[src/rtl/pipeline_hazard_scoreboard_if.sv]
// -----------------------------------------------------------------------------
// pipeline_hazard_scoreboard_if
//
// Bundles the hazard controller's pipeline-facing signals.
//   master : pipeline side. It drives the stage status and sources, and reads
//            the enables.
//   slave  : hazard controller. It reads the stage status and drives the
//            enables, the flush, the scoreboard view and the stall counter.
//
// Pipeline -> controller:
//   decoded_valid, decoded_rs1, decoded_rs2
//   reg_access_valid, reg_access_flags, reg_access_rs1/rs2/rd, jump_taken
// Controller -> pipeline:
//   fetch_en, decoded_latch_en, reg_access_latch_en, alu_latch_en
//   flush, jmpctrl_en, pending[2^REG_W], stall_cycles[CNT_W]
// -----------------------------------------------------------------------------
interface pipeline_hazard_scoreboard_if #(
  parameter int REG_W  = 5,
  parameter int FLAG_W = 17,
  parameter int CNT_W  = 16
);
  logic                    decoded_valid;
  logic [REG_W-1:0]        decoded_rs1;
  logic [REG_W-1:0]        decoded_rs2;
  logic                    reg_access_valid;
  logic [FLAG_W-1:0]       reg_access_flags;
  logic [REG_W-1:0]        reg_access_rs1;
  logic [REG_W-1:0]        reg_access_rs2;
  logic [REG_W-1:0]        reg_access_rd;
  logic                    jump_taken;

  logic                    fetch_en;
  logic                    decoded_latch_en;
  logic                    reg_access_latch_en;
  logic                    alu_latch_en;
  logic                    flush;
  logic                    jmpctrl_en;
  logic [(1<<REG_W)-1:0]   pending;
  logic [CNT_W-1:0]        stall_cycles;

  modport master (
    output decoded_valid, decoded_rs1, decoded_rs2,
    output reg_access_valid, reg_access_flags,
    output reg_access_rs1, reg_access_rs2, reg_access_rd, jump_taken,
    input  fetch_en, decoded_latch_en, reg_access_latch_en, alu_latch_en,
    input  flush, jmpctrl_en, pending, stall_cycles
  );

  modport slave (
    input  decoded_valid, decoded_rs1, decoded_rs2,
    input  reg_access_valid, reg_access_flags,
    input  reg_access_rs1, reg_access_rs2, reg_access_rd, jump_taken,
    output fetch_en, decoded_latch_en, reg_access_latch_en, alu_latch_en,
    output flush, jmpctrl_en, pending, stall_cycles
  );
endinterface

[src/rtl/pipeline_hazard_scoreboard.sv]
// -----------------------------------------------------------------------------
// pipeline_hazard_scoreboard
//
// Hazard and flush controller for the in-order integer pipeline.
// Each register has a countdown. The countdown is loaded when a writer issues
// from reg_access and stays nonzero until the result can be read from the
// register file. A small FSM inserts bubbles after a taken jump, and a
// saturating counter records the cycles in which fetch was stalled.
//
// Ports:
//   clk  : rising-edge clock
//   rst  : synchronous, active-high reset
//   hz   : pipeline_hazard_scoreboard_if.slave. It carries the stage status
//          in, and the enables, flush, pending and stall_cycles out.
// -----------------------------------------------------------------------------
module pipeline_hazard_scoreboard #(
  parameter int REG_W        = 5,
  parameter int FLAG_W       = 17,
  parameter int WR_BIT       = 0,
  parameter int JALR_BIT     = 10,
  parameter int BR_BIT       = 12,
  parameter int WB_LAT       = 3,
  parameter int FLUSH_CYCLES = 2,
  parameter int CNT_W        = 16
) (
  input logic                        clk,
  input logic                        rst,
  pipeline_hazard_scoreboard_if.slave hz
);

  localparam int NREG = 1 << REG_W;
  localparam int SB_W = $clog2(WB_LAT + 1);
  localparam int FC_W = 3;

  typedef enum logic {IDLE, FLUSH} state_t;

  state_t            state_q, state_d;
  logic [FC_W-1:0]   fc_q, fc_d;
  logic [SB_W-1:0]   cnt_q [NREG];
  logic [SB_W-1:0]   cnt_d [NREG];
  logic [CNT_W-1:0]  stall_q, stall_d;

  logic [NREG-1:0]   busy;
  logic              in_flush;
  logic              ra_writes;
  logic              ra_blocked;
  logic              raw_ra;
  logic              dec_blocked;
  logic              issue;

  logic              fetch_en_o;
  logic              decoded_latch_en_o;
  logic              reg_access_latch_en_o;
  logic              alu_latch_en_o;
  logic              flush_o;
  logic              jmpctrl_en_o;
  logic [NREG-1:0]   pending_o;

  // Busy view of the scoreboard. x0 is never busy, so a zero source never
  // produces a hazard.
  always_comb begin
    busy = '0;
    for (int r = 1; r < NREG; r++) begin
      busy[r] = (cnt_q[r] != '0);
    end
  end

  // Hazard detection. raw_ra covers a writer that still sits in reg_access
  // and has not yet reached the scoreboard.
  always_comb begin
    in_flush    = (state_q == FLUSH);
    ra_writes   = hz.reg_access_valid & hz.reg_access_flags[WR_BIT] &
                  (hz.reg_access_rd != '0);
    ra_blocked  = hz.reg_access_valid &
                  (busy[hz.reg_access_rs1] | busy[hz.reg_access_rs2]);
    raw_ra      = ra_writes & ((hz.decoded_rs1 == hz.reg_access_rd) |
                               (hz.decoded_rs2 == hz.reg_access_rd));
    dec_blocked = hz.decoded_valid &
                  (busy[hz.decoded_rs1] | busy[hz.decoded_rs2] | raw_ra);
    issue       = hz.reg_access_valid & ~ra_blocked & ~in_flush;
  end

  // Scoreboard next state. Every live countdown ticks down. A fresh issue to
  // the same register restarts it at the full latency.
  always_comb begin
    for (int r = 0; r < NREG; r++) begin
      cnt_d[r] = (cnt_q[r] == '0) ? '0 : cnt_q[r] - 1'b1;
      if (issue && ra_writes && (hz.reg_access_rd == REG_W'(r))) begin
        cnt_d[r] = SB_W'(WB_LAT);
      end
    end
    cnt_d[0] = '0;
  end

  // Flush FSM next state. fc counts the remaining flush cycles after the
  // current one. A jump seen while already flushing is ignored.
  always_comb begin
    state_d = state_q;
    fc_d    = fc_q;
    unique case (state_q)
      IDLE: begin
        if (hz.jump_taken && hz.reg_access_valid && !ra_blocked) begin
          state_d = FLUSH;
          fc_d    = FC_W'(FLUSH_CYCLES - 1);
        end
      end
      FLUSH: begin
        if (fc_q == '0) begin
          state_d = IDLE;
        end else begin
          fc_d = fc_q - 1'b1;
        end
      end
      default: state_d = IDLE;
    endcase
  end

  // Output decode. Reset forces a known "everything open, flushing" picture.
  // A flush opens every latch so that bubbles replace the wrong-path work.
  always_comb begin
    fetch_en_o            = 1'b1;
    decoded_latch_en_o    = 1'b1;
    reg_access_latch_en_o = 1'b1;
    alu_latch_en_o        = 1'b1;
    flush_o               = 1'b0;
    jmpctrl_en_o          = 1'b0;
    pending_o             = busy;
    if (rst) begin
      flush_o   = 1'b1;
      pending_o = '0;
    end else if (in_flush) begin
      flush_o = 1'b1;
    end else begin
      fetch_en_o            = ~dec_blocked & ~ra_blocked;
      decoded_latch_en_o    = ~dec_blocked & ~ra_blocked;
      reg_access_latch_en_o = ~ra_blocked;
      jmpctrl_en_o          = hz.reg_access_valid & ~ra_blocked &
                              (hz.reg_access_flags[JALR_BIT] |
                               hz.reg_access_flags[BR_BIT]);
    end
  end

  // The stall counter saturates instead of wrapping.
  always_comb begin
    stall_d = stall_q;
    if (!fetch_en_o && (stall_q != '1)) begin
      stall_d = stall_q + 1'b1;
    end
  end

  // FSM state register.
  always_ff @(posedge clk) begin
    if (rst) begin
      state_q <= IDLE;
      fc_q    <= '0;
    end else begin
      state_q <= state_d;
      fc_q    <= fc_d;
    end
  end

  // Scoreboard and stall counter registers.
  always_ff @(posedge clk) begin
    if (rst) begin
      for (int r = 0; r < NREG; r++) begin
        cnt_q[r] <= '0;
      end
      stall_q <= '0;
    end else begin
      for (int r = 0; r < NREG; r++) begin
        cnt_q[r] <= cnt_d[r];
      end
      stall_q <= stall_d;
    end
  end

  assign hz.fetch_en            = fetch_en_o;
  assign hz.decoded_latch_en    = decoded_latch_en_o;
  assign hz.reg_access_latch_en = reg_access_latch_en_o;
  assign hz.alu_latch_en        = alu_latch_en_o;
  assign hz.flush               = flush_o;
  assign hz.jmpctrl_en          = jmpctrl_en_o;
  assign hz.pending             = pending_o;
  assign hz.stall_cycles        = stall_q;

endmodule

[src/flat_wrapper.sv]
// flat-port wrapper written by rule: the top's interface ports become plain ports
module pipeline_hazard_scoreboard_flat 
#(
  parameter int REG_W        = 5,
  parameter int FLAG_W       = 17,
  parameter int WR_BIT       = 0,
  parameter int JALR_BIT     = 10,
  parameter int BR_BIT       = 12,
  parameter int WB_LAT       = 3,
  parameter int FLUSH_CYCLES = 2,
  parameter int CNT_W        = 16
)
  (clk, rst, hz_decoded_valid, hz_decoded_rs1, hz_decoded_rs2, hz_reg_access_valid, hz_reg_access_flags, hz_reg_access_rs1, hz_reg_access_rs2, hz_reg_access_rd, hz_jump_taken, hz_fetch_en, hz_decoded_latch_en, hz_reg_access_latch_en, hz_alu_latch_en, hz_flush, hz_jmpctrl_en, hz_pending, hz_stall_cycles);
  pipeline_hazard_scoreboard_if #(.REG_W(REG_W), .FLAG_W(FLAG_W), .CNT_W(CNT_W)) hz_i ();
  input logic clk;
  input logic rst;
  input wire logic [$bits(hz_i.decoded_valid)-1:0] hz_decoded_valid;
  input wire logic [$bits(hz_i.decoded_rs1)-1:0] hz_decoded_rs1;
  input wire logic [$bits(hz_i.decoded_rs2)-1:0] hz_decoded_rs2;
  input wire logic [$bits(hz_i.reg_access_valid)-1:0] hz_reg_access_valid;
  input wire logic [$bits(hz_i.reg_access_flags)-1:0] hz_reg_access_flags;
  input wire logic [$bits(hz_i.reg_access_rs1)-1:0] hz_reg_access_rs1;
  input wire logic [$bits(hz_i.reg_access_rs2)-1:0] hz_reg_access_rs2;
  input wire logic [$bits(hz_i.reg_access_rd)-1:0] hz_reg_access_rd;
  input wire logic [$bits(hz_i.jump_taken)-1:0] hz_jump_taken;
  output wire logic [$bits(hz_i.fetch_en)-1:0] hz_fetch_en;
  output wire logic [$bits(hz_i.decoded_latch_en)-1:0] hz_decoded_latch_en;
  output wire logic [$bits(hz_i.reg_access_latch_en)-1:0] hz_reg_access_latch_en;
  output wire logic [$bits(hz_i.alu_latch_en)-1:0] hz_alu_latch_en;
  output wire logic [$bits(hz_i.flush)-1:0] hz_flush;
  output wire logic [$bits(hz_i.jmpctrl_en)-1:0] hz_jmpctrl_en;
  output wire logic [$bits(hz_i.pending)-1:0] hz_pending;
  output wire logic [$bits(hz_i.stall_cycles)-1:0] hz_stall_cycles;
  assign hz_i.decoded_valid = hz_decoded_valid;
  assign hz_i.decoded_rs1 = hz_decoded_rs1;
  assign hz_i.decoded_rs2 = hz_decoded_rs2;
  assign hz_i.reg_access_valid = hz_reg_access_valid;
  assign hz_i.reg_access_flags = hz_reg_access_flags;
  assign hz_i.reg_access_rs1 = hz_reg_access_rs1;
  assign hz_i.reg_access_rs2 = hz_reg_access_rs2;
  assign hz_i.reg_access_rd = hz_reg_access_rd;
  assign hz_i.jump_taken = hz_jump_taken;
  assign hz_fetch_en = hz_i.fetch_en;
  assign hz_decoded_latch_en = hz_i.decoded_latch_en;
  assign hz_reg_access_latch_en = hz_i.reg_access_latch_en;
  assign hz_alu_latch_en = hz_i.alu_latch_en;
  assign hz_flush = hz_i.flush;
  assign hz_jmpctrl_en = hz_i.jmpctrl_en;
  assign hz_pending = hz_i.pending;
  assign hz_stall_cycles = hz_i.stall_cycles;
  pipeline_hazard_scoreboard #(.REG_W(REG_W), .FLAG_W(FLAG_W), .WR_BIT(WR_BIT), .JALR_BIT(JALR_BIT), .BR_BIT(BR_BIT), .WB_LAT(WB_LAT), .FLUSH_CYCLES(FLUSH_CYCLES), .CNT_W(CNT_W)) u_core (.clk(clk), .rst(rst), .hz(hz_i));
endmodule
[config.mk]
export PLATFORM = sky130hd
export DESIGN_NAME = pipeline_hazard_scoreboard_flat
export DESIGN_NICKNAME = d
export VERILOG_FILES = /design/src/rtl/pipeline_hazard_scoreboard_if.sv /design/src/rtl/pipeline_hazard_scoreboard.sv /design/src/flat_wrapper.sv
export SDC_FILE = /design/constraint.sdc
export NUM_CORES = 1
export LEC_CHECK = 0
export CAP_MARGIN = 30
export CORE_MARGIN = 4
export CORE_UTILIZATION = 33
export CTS_CLUSTER_SIZE = 24
export DETAILED_ROUTE_END_ITERATION = 10
export PLACE_DENSITY = 0.58
export SLEW_MARGIN = 20
export SYNTH_ARGS = -nofsm -noshare
export SYNTH_HDL_FRONTEND = slang
export SYNTH_SLANG_ARGS = --single-unit
[constraint.sdc]
create_clock -name clk -period 11.4 [get_ports clk]
set_clock_uncertainty 0.2 [all_clocks]
set_input_delay 2.85 -clock clk [delete_from_list [all_inputs] [get_ports clk]]
set_output_delay 2.85 -clock clk [all_outputs]
set_load 0.01 [all_outputs]
# Word level (Yosys, flattened, before mapping)
# Memories as Yosys holds them, arrays and structs flattened.
# Cells that the tools add are included.
# op_classes
addsub,33
n_lt_le_gt_ge,4
n_eq_ne,36
mux,120
n_bitwise,49
n_reduce_logical,102
# ops
operator,n
$mux 2,94
$eq 5x5->1 const B,16
$logic_not 2->1,31
$reduce_bool 2->1,31
$sub 2x1->2 const B,31
$eq 5x4->1 const B,8
$or 1x1->1,37
$logic_and 1x1->1,35
$mux 32,1
$lt 5x6->1 const B,4
$bmux 1 s5,4
$eq 5x3->1 const B,4
$mux 1,17
$add 16x1->16 const B,1
$ne 16x16->1 const B,1
$eq 5x2->1 const B,2
$eq 5x5->1,2
$and 1x1->1,9
$mux 3,2
$pmux 3 s2,1
$eq 5x1->1 const B,1
$reduce_bool 5->1,1
$ne 2x2->1 const B,2
$logic_not 3->1,1
other kinds (5),8
# totals
ff_bits,20
ram_bits,64
out_inout_bits,54
word_cells,348
memories,1
# mem_list
memory,words,word_bits,read_ports,rd_clocked_by_memory_dff,wr,line_no,rtl
u_core.cnt_q,32,2,31,0,32,pipeline_hazard_scoreboard.sv:39,logic [SB_W-1:0] cnt_q [NREG];

# Longest topological paths before layout
# Gate-level depths: netlist (run 1).
# An unclocked memory read counts as a cell.
# logic_depth
ltp_word,13
depth_mapped,12

# Least setup slack after synthesis (run 1)
# OpenSTA, ideal clock, no wires.
# synth_path
path_type,input-to-output
startpoint,in hz_reg_access_rs1[3]
endpoint,out hz_fetch_en
arrival_time_ns,4.980
required_time_ns,8.350
path_slack_ns,3.370
path_stages,11
cell_sequence,buf_4 > o21ai_0 > o21ai_0 > a211o_1 > a32o_1 > or4_1 > buf_6 > a32oi_4 > buf_6 > buf_4 > buf_4
# synth_via
elab_chain_len,8
# synth_rtl
element,line_no,rtl
from (decl),flat_wrapper.sv:22,input wire logic [$bits(hz_i.reg_access_rs1)-1:0] hz_reg_access_rs1;
$bmux 1 s5,pipeline_hazard_scoreboard.sv:75,(busy[hz.reg_access_rs1] | busy[hz.reg_access_rs2]);
$mux 1 (not written as such),pipeline_hazard_scoreboard.sv:75,
$or 1x1->1,pipeline_hazard_scoreboard.sv:75,
$and 1x1->1,pipeline_hazard_scoreboard.sv:74,ra_blocked = hz.reg_access_valid &
$not 1->1,-,
$and 1x1->1,-,
$mux 1 (2 in series),-,
to (decl),flat_wrapper.sv:26,output wire logic [$bits(hz_i.fetch_en)-1:0] hz_fetch_en;
# No other way between the ends. The select of a mux whose other input is x is not followed.

# Worst setup path in the final report (run 1)
# layout_path
startpoint,in hz_reg_access_rs1[3]
endpoint,out hz_decoded_latch_en
# layout_via
elab_chain_len,8
# layout_rtl
element,line_no,rtl
$bmux 1 s5,pipeline_hazard_scoreboard.sv:75,
$mux 1 (not written as such),pipeline_hazard_scoreboard.sv:75,
$or 1x1->1,pipeline_hazard_scoreboard.sv:75,
$and 1x1->1,pipeline_hazard_scoreboard.sv:74,
$not 1->1,pipeline_hazard_scoreboard.sv:135,decoded_latch_en_o = ~dec_blocked & ~ra_blocked;
$and 1x1->1,pipeline_hazard_scoreboard.sv:135,
$mux 1,pipeline_hazard_scoreboard.sv:131,end else if (in_flush) begin
$mux 1,pipeline_hazard_scoreboard.sv:128,if (rst) begin
to (decl),flat_wrapper.sv:27,output wire logic [$bits(hz_i.decoded_latch_en)-1:0] hz_decoded_latch_en;
# No other way between the ends. The select of a mux whose other input is x is not followed.

==> results of run 1 <==
## routing by layer
| metal | vias up | track usage, % | routed length (µm) | part of all wire [%] |
|---|---|---|---|---|
| met1 | 2177 | 22.8 | 6090 | 43 |
| met2 | 151 | 29.6 | 6900 | 48 |
| met5 | - | 0 | 0 | 0 |
| li1 | 2144 | - | - | - |
| met3 | 25 | 3.64 | 986 | 6.9 |
| met4 | 0 | 6.75 | 335 | 2.3 |
## metrics by stage
step                util (%)  hold WS (ns)  setup WS, ns  area (µm²)  instances
floorplan                  -         0.224          3.37        4690        552
global placement        40.1         0.231          1.73        5560        778
detailed placement      40.1         0.245          1.69        5560        778
CTS                     42.4         0.258          1.69        5890        794
global route            42.5         0.277          1.40        5900        795
finish                  42.5         0.253          1.68        5900        795
## worst max path at each step
stage                         start                  end  slack (ns)  cells after the start
4_1_cts        hz_reg_access_rs1[3]  hz_decoded_latch_en        1.69                      7
6_report       hz_reg_access_rs1[3]  hz_decoded_latch_en        1.68                      7
3_3_place_gp   hz_reg_access_rs1[3]  hz_decoded_latch_en        1.73                      7
2_1_floorplan  hz_reg_access_rs1[3]          hz_fetch_en        3.37                     11
3_5_place_dp   hz_reg_access_rs1[3]  hz_decoded_latch_en        1.69                      7
5_1_grt        hz_reg_access_rs1[3]  hz_decoded_latch_en        1.40                      8
## Yosys cell counts (3+ instances only)
| library cell | n |
|---|---|
| a2111oi_0 | 5 |
| a211oi_1 | 4 |
| a21oi_1 | 14 |
| and3_1 | 6 |
| buf_1 | 6 |
| buf_2 | 5 |
| buf_4 | 6 |
| buf_6 | 3 |
| clkbuf_1 | 20 |
| dfxtp_1 | 82 |
| ha_1 | 3 |
| inv_1 | 47 |
| mux2i_1 | 6 |
| mux4_2 | 22 |
| nand2_1 | 48 |
| nand2b_1 | 3 |
| nand3_1 | 20 |
| nand3b_1 | 6 |
| nand4_1 | 4 |
| nor2_1 | 74 |
| nor2b_1 | 4 |
| nor3_1 | 12 |
| nor3b_1 | 6 |
| nor4_1 | 3 |
| o21ai_0 | 13 |
| o22ai_1 | 57 |
| o311ai_1 | 3 |
| o31ai_1 | 7 |
| o32ai_1 | 5 |
| o41ai_1 | 4 |
| or3_1 | 3 |
| or4_1 | 10 |
| xnor2_1 | 10 |
## critical path, cell delays in order
cell and delay [ns]:
clkdlybuf4s50_1 0.83, o21ai_0 0.19, a211o_1 0.31, a32o_1 0.20, or4_1 0.76, a32oi_4 0.83, clkdlybuf4s50_1 0.68
## flip-flops by register name, indices dropped and copies added (netlist names)
register	count
u_core.cnt_q	62
u_core.hz.stall_cycles	16
u_core.fc_q	3
u_core.in_flush	1
## kinds of logic after synthesis
logic type,count (synthesis),share of synthesized area (%)
simple gates,207,21.7
compound gates,130,19.2
buf+inv,87,8.06
flops,82,35.0
mux,31,13.2
xor+xnor,10,1.87
fa+ha+maj,3,0.801
other cells,2,0.160
## power groups by stage
stage	Sequential [mW]	Combinational (mW)	Clock [mW]
finish	0.289	0.0692	0.316
global route	0.289	0.0747	0.334
CTS	0.289	0.0690	0.323
detailed placement	0.296	0.0687	0
global placement	0.296	0.0676	0
floorplan	0.295	0.0442	0
## area by class of cell
| class | instances | area, µm² | share of cell area, % |
|---|---|---|---|
| clock buffers | 10 | 239 | 4.05 |
| inverters | 47 | 176 | 2.99 |
| repair buffers | 87 | 858 | 14.6 |
| well taps | 180 | 225 | 3.82 |
| clock inverters | 6 | 88.8 | 1.51 |
| flip-flops and latches | 82 | 1640 | 27.8 |
| multi-input cells | 383 | 2670 | 45.2 |
==> impl_metrics.toml, run 1 <==
[power_and_ir_drop]
power-per-cell-area_nw_per_um2 = 114
vdd.ir_drop.worst_v = 0.0000690
power.clock.fraction_pct = 46.8
design_power_total_uw = 674
power_frac_seq_pct = 42.9
switching_power_uw = 160
combinational_cell_fraction_of_total_power_pct = 10.3
p_int_uw = 514
power.share.switching_pct = 23.7
total_leakage_power_nw = 1.86

[synth]
post-synth-top-area-fraction_pct = 35.0
postSynthNetCount = 602
ys_seq_area_share_pct = 35.0
postSynth.topFlopCell = "dfxtp_1"
count_of_flip_flops_with_a_built_in_enable_after_synthesis = 0
synthCells = 552
largest_area_contributor_in_the_synthesized_netlist = "dfxtp_1"
synth-async-reset-ratio_pct = 0
syn_area_um2 = 4690
synth.area.top_cells = "dfxtp_1 35%, mux4_2 11%, o22ai_1 7.6%"
yosysWarningCount = 0
synth_seq_cells = 82
synth.avg_cell_area_um2 = 8.49
post_synth_cell_types = 56

[setup_path]
crit_path_start_kind = "input pin"
worst-setup-path-type = "input pin to output port"
worst-endpoint-required_ns = 8.35
worstSetupEndpointType = "output port"
timing.reg2reg.setup_slack_ns = 7.59
critPathMaxFanout = 32
worst_r2r_path_depth = 8
worst_r2r_endpoint = "u_core.hz.stall_cycles[15]"
r2r_path_start = "u_core.cnt_q[0][6]"
cp_data_arrival_time_ns = 6.67

[timing]
rsz0062_at_grt = "false"
fin_tns_setup_ns = 0
timing.final.hold_violations = 0
timing.final.max_slew_violations = 0
worstMarginPinSlew_ns = 0.840
slew_headroom_pct = 44.0
max_freq_mhz = 103
post-route-period-util_pct = 85.3
finalSetupViolations = 0
final.min_clock_period_ns = 9.72

[grt]
grt_antenna_before_repair = 0
global_route_wire_length_before_repair_mm = 22.8
largest_net_degree_at_the_start_of_global_routing = 56
globalRouteOverflowTotal = 0
grt_pass1_vias = 4411
grt_usage_pct = 17.8

[routing]
ant_nets = 0
drt_pass1_iterations = 5
detail_route.iter0.violations = 484
drt_wl_total_mm = 14.3
post-route-drc-count = 0
avgRoutedWirePerCell_um = 18.0
vias_per_cell = 5.66
routed-via-count = 4497

[placed_design]
place_hpwl_mm = 10.5
finalWeightedCongestion = 0.913
port-buffer-count = 84

[clock_tree]
ctsLongestPathBuffers = 2
number_of_cts_inserted_buffers = 9
numClockSinks = 82
htree_levels = 3
cts.repair_timing.setup_buffer_count = 0
cts_root_buffer = "clkbuf_16"
cts-hold-fix-buffers = 0
clock_latency_ns = 0.34
cts_tree = "built"
cts_repair_resize_count = 0
clk_pin_slew_worst_paths_ns = 0.06

[floorplan]
ios = 101
dieWidth_um = 127
floorplan.initialDensity_pct = 33.8
site_row_count = 43
die_height_um = 127
die-area_um2 = 16200
core_area_um2 = 13900

[status]
run_status = "finished, final reports clean"

[cells_and_area]
synthToLayoutAreaGrowth_pct = 25.8
most-common-layout-cells = "83 x clkdlybuf4s50_1, 82 x dfxtp_1, 74 x nor2_1"
fillers = 1370
fin_nets = 660
commonest_non_fill_non_tap_cell_in_the_layout = "clkdlybuf4s50_1"
insertedDiodeCount = 0
layout-drive-gt1-share_pct = 7.97

[worst_hold_path]
hold_depth = 1
hold_path_class = "flop to flop"
hold_path_end = "u_core.cnt_q[0][60]"
worst_hold_startpoint = "u_core.cnt_q[0][60]"

[flow_run]
max_cap_violations = 0
(Power assumes the default switching activity.)
==> inputs of run 2 (changes only) <==
--- a/config.mk
+++ b/config.mk
@@ -7,10 +7,10 @@
 export LEC_CHECK = 0
 export CAP_MARGIN = 30
 export CORE_MARGIN = 4
-export CORE_UTILIZATION = 33
+export CORE_UTILIZATION = 35
 export CTS_CLUSTER_SIZE = 24
 export DETAILED_ROUTE_END_ITERATION = 10
-export PLACE_DENSITY = 0.58
+export PLACE_DENSITY = 0.61
 export SLEW_MARGIN = 20
 export SYNTH_ARGS = -nofsm -noshare
 export SYNTH_HDL_FRONTEND = slang
==> run 2 against run 1 <==
Combinational power is 2% lower. Final cell count fell by 0.50%. Critical path depth grew 1. Clock power decreased by 3%. Critical endpoint is now hz_fetch_en. Largest cell class unchanged.
==> impl_metrics.toml, run 2 (synthesis results as in run 1) <==
[status]
run_status = "finished, final reports clean"

[timing]
timing.final.max_slew_violations = 0
finalSetupViolations = 0
timing.final.hold_violations = 0
fin_tns_setup_ns = 0
max_freq_mhz = 103
slew_headroom_pct = 44.2
whs_ns = 0.254
rsz0062_at_grt = "false"
final.min_clock_period_ns = 9.72
post-route-period-util_pct = 85.3
worstMarginPinSlew_ns = 0.837

[cells_and_area]
fin_nets = 660
fin_cells = 791
flip_flop_count_of_the_largest_register_after_layout = 62
layout-drive-gt1-share_pct = 7.64
insertedDiodeCount = 0
synthToLayoutAreaGrowth_pct = 25.4
most-common-layout-cells = "83 x clkdlybuf4s50_1, 82 x dfxtp_1, 74 x nor2_1"
final_area_um2 = 5880
registers.top_by_ff_count = "u_core.cnt_q"
commonest_non_fill_non_tap_cell_in_the_layout = "clkdlybuf4s50_1"

[worst_hold_path]
hold_path_end = "u_core.cnt_q[0][4]"
hold_depth = 1
hold_path_class = "flop to flop"
worst_hold_startpoint = "u_core.cnt_q[0][4]"

[power_and_ir_drop]
total_leakage_power_nw = 1.86
power-per-cell-area_nw_per_um2 = 113
design_power_total_uw = 664
vdd.ir_drop.worst_v = 0.0000744

[setup_path]
worst_r2r_endpoint = "u_core.hz.stall_cycles[15]"
cpLargestDelayFamily = "buffers and inverters"
worst-setup-path-type = "input pin to output port"
critPathMaxStageDelay_ns = 0.86
worstSetupEndpointType = "output port"
critical_path.most_common_cell = "clkdlybuf4s50_1"
critPathMaxFanout = 32
crit_chain = "clkdlybuf4s50_1 > inv_1 > mux4_2 > o211ai_1 > a2111oi_0 > nand4_1 > a32oi_4 > clkdlybuf4s50_1"
critical-path-slowest-cell = "clkdlybuf4s50_1"
crit_path_start_kind = "input pin"
r2r_path_start = "u_core.cnt_q[0][6]"
worst-endpoint-required_ns = 8.35
timing.reg2reg.setup_slack_ns = 7.60
cp_data_arrival_time_ns = 6.67
worst_r2r_path_depth = 8
critical_path.n_buffers_inverters = 3

[placed_design]
place_inst = 774
placed_area_um2 = 5560
finalWeightedCongestion = 0.921
port-buffer-count = 84
place_hpwl_mm = 10.3

[clock_tree]
cts_repair_resize_count = 0
clock_latency_ns = 0.34
numClockSinks = 82
number_of_cts_inserted_buffers = 9
cts-hold-fix-buffers = 0
cts_root_buffer = "clkbuf_16"
cts.repair_timing.setup_buffer_count = 0
htree_levels = 3
ctsLongestPathBuffers = 2
cts_tree = "built"
clk_pin_slew_worst_paths_ns = 0.06

[floorplan]
ios = 101
die_height_um = 124
die-area_um2 = 15300
dieWidth_um = 124
floorplan.initialDensity_pct = 35.5
core_area_um2 = 13200
site_row_count = 42

[grt]
global_route_wire_length_before_repair_mm = 21.7
largest_net_degree_at_the_start_of_global_routing = 56
grt_pass1_vias = 4112
globalRouteOverflowTotal = 0
grt_antenna_before_repair = 0
grt_usage_pct = 18.3

[routing]
post-route-drc-count = 0
drt_pass1_iterations = 5
routed-via-count = 4481
drt_wl_total_mm = 14.1
ant_nets = 0
vias_per_cell = 5.66
detail_route.iter0.violations = 398
avgRoutedWirePerCell_um = 17.8

[flow_run]
max_cap_violations = 0
-- run 2: changes by cell type in the layout (fill, tap and decap cells not counted), sizes merged --
cell	previous run	this run
clkinv	1	3
clkbuf	10	11
inv	48	47
clkinvlp	2	0
-- run 2: worst max path at each step --
stage	endpoint	start	slack, ns	cells after the start
6_report	hz_fetch_en	hz_decoded_rs2[2]	1.68	8
5_1_grt	hz_fetch_en	hz_decoded_rs2[2]	1.45	8
4_1_cts	hz_decoded_latch_en	hz_decoded_rs2[2]	1.71	8
3_5_place_dp	hz_decoded_latch_en	hz_decoded_rs2[2]	1.72	8
3_3_place_gp	hz_fetch_en	hz_decoded_rs2[2]	1.76	8
2_1_floorplan	hz_fetch_en	hz_reg_access_rs1[3]	3.37	11
-- run 2: metal layers --
metal	wire length (µm)	GRT usage (%)
met4	347	6.85
met1	6110	24.8
met5	0	0
met2	6720	29.1
met3	927	3.54
-- run 2: final cells by class --
class | instances | area, µm²
Tap cell | 176 | 220
Inverter | 47 | 176
Multi-Input combinational cell | 383 | 2670
Timing Repair Buffer | 87 | 858
Clock buffer | 11 | 233
Sequential cell | 82 | 1640
Fill cell | 1224 | 7310
Clock inverter | 5 | 78.8
-- run 2: stage by stage --
step | utilization, % | setup WS (ns)
after floorplan | - | 3.37
after global placement | 42.1 | 1.76
after detailed placement | 42.1 | 1.72
after CTS | 44.5 | 1.71
after global routing | 44.6 | 1.45
final | 44.6 | 1.68
-- run 2: worst reg2reg max path: cells and delay by family (launching register included) --
| kind | cells | cell delay (ns) |
|---|---|---|
| AND/OR/NAND/NOR | 3 | 1.35 |
| AO/OA/AOI/OAI | 2 | 1.08 |
| multiplexers | 3 | 0.75 |
| flip-flops | 1 | 0.32 |
-- run 2: power breakdown --
group	switching [mW]	total (mW)	internal (mW)
Combinational	0.0396	0.0678	0.0281
Clock	0.116	0.308	0.192
Sequential	0.00125	0.289	0.288
Total	0.157	0.664	0.508
==> inputs of run 3 (changes only) <==
--- a/config.mk
+++ b/config.mk
@@ -8,7 +8,7 @@
 export CAP_MARGIN = 30
 export CORE_MARGIN = 4
 export CORE_UTILIZATION = 35
-export CTS_CLUSTER_SIZE = 24
+export CTS_CLUSTER_SIZE = 25
 export DETAILED_ROUTE_END_ITERATION = 10
 export PLACE_DENSITY = 0.61
 export SLEW_MARGIN = 20
==> results of run 3 <==
The final DEF is identical to that of run 2; final timing and power are the same.
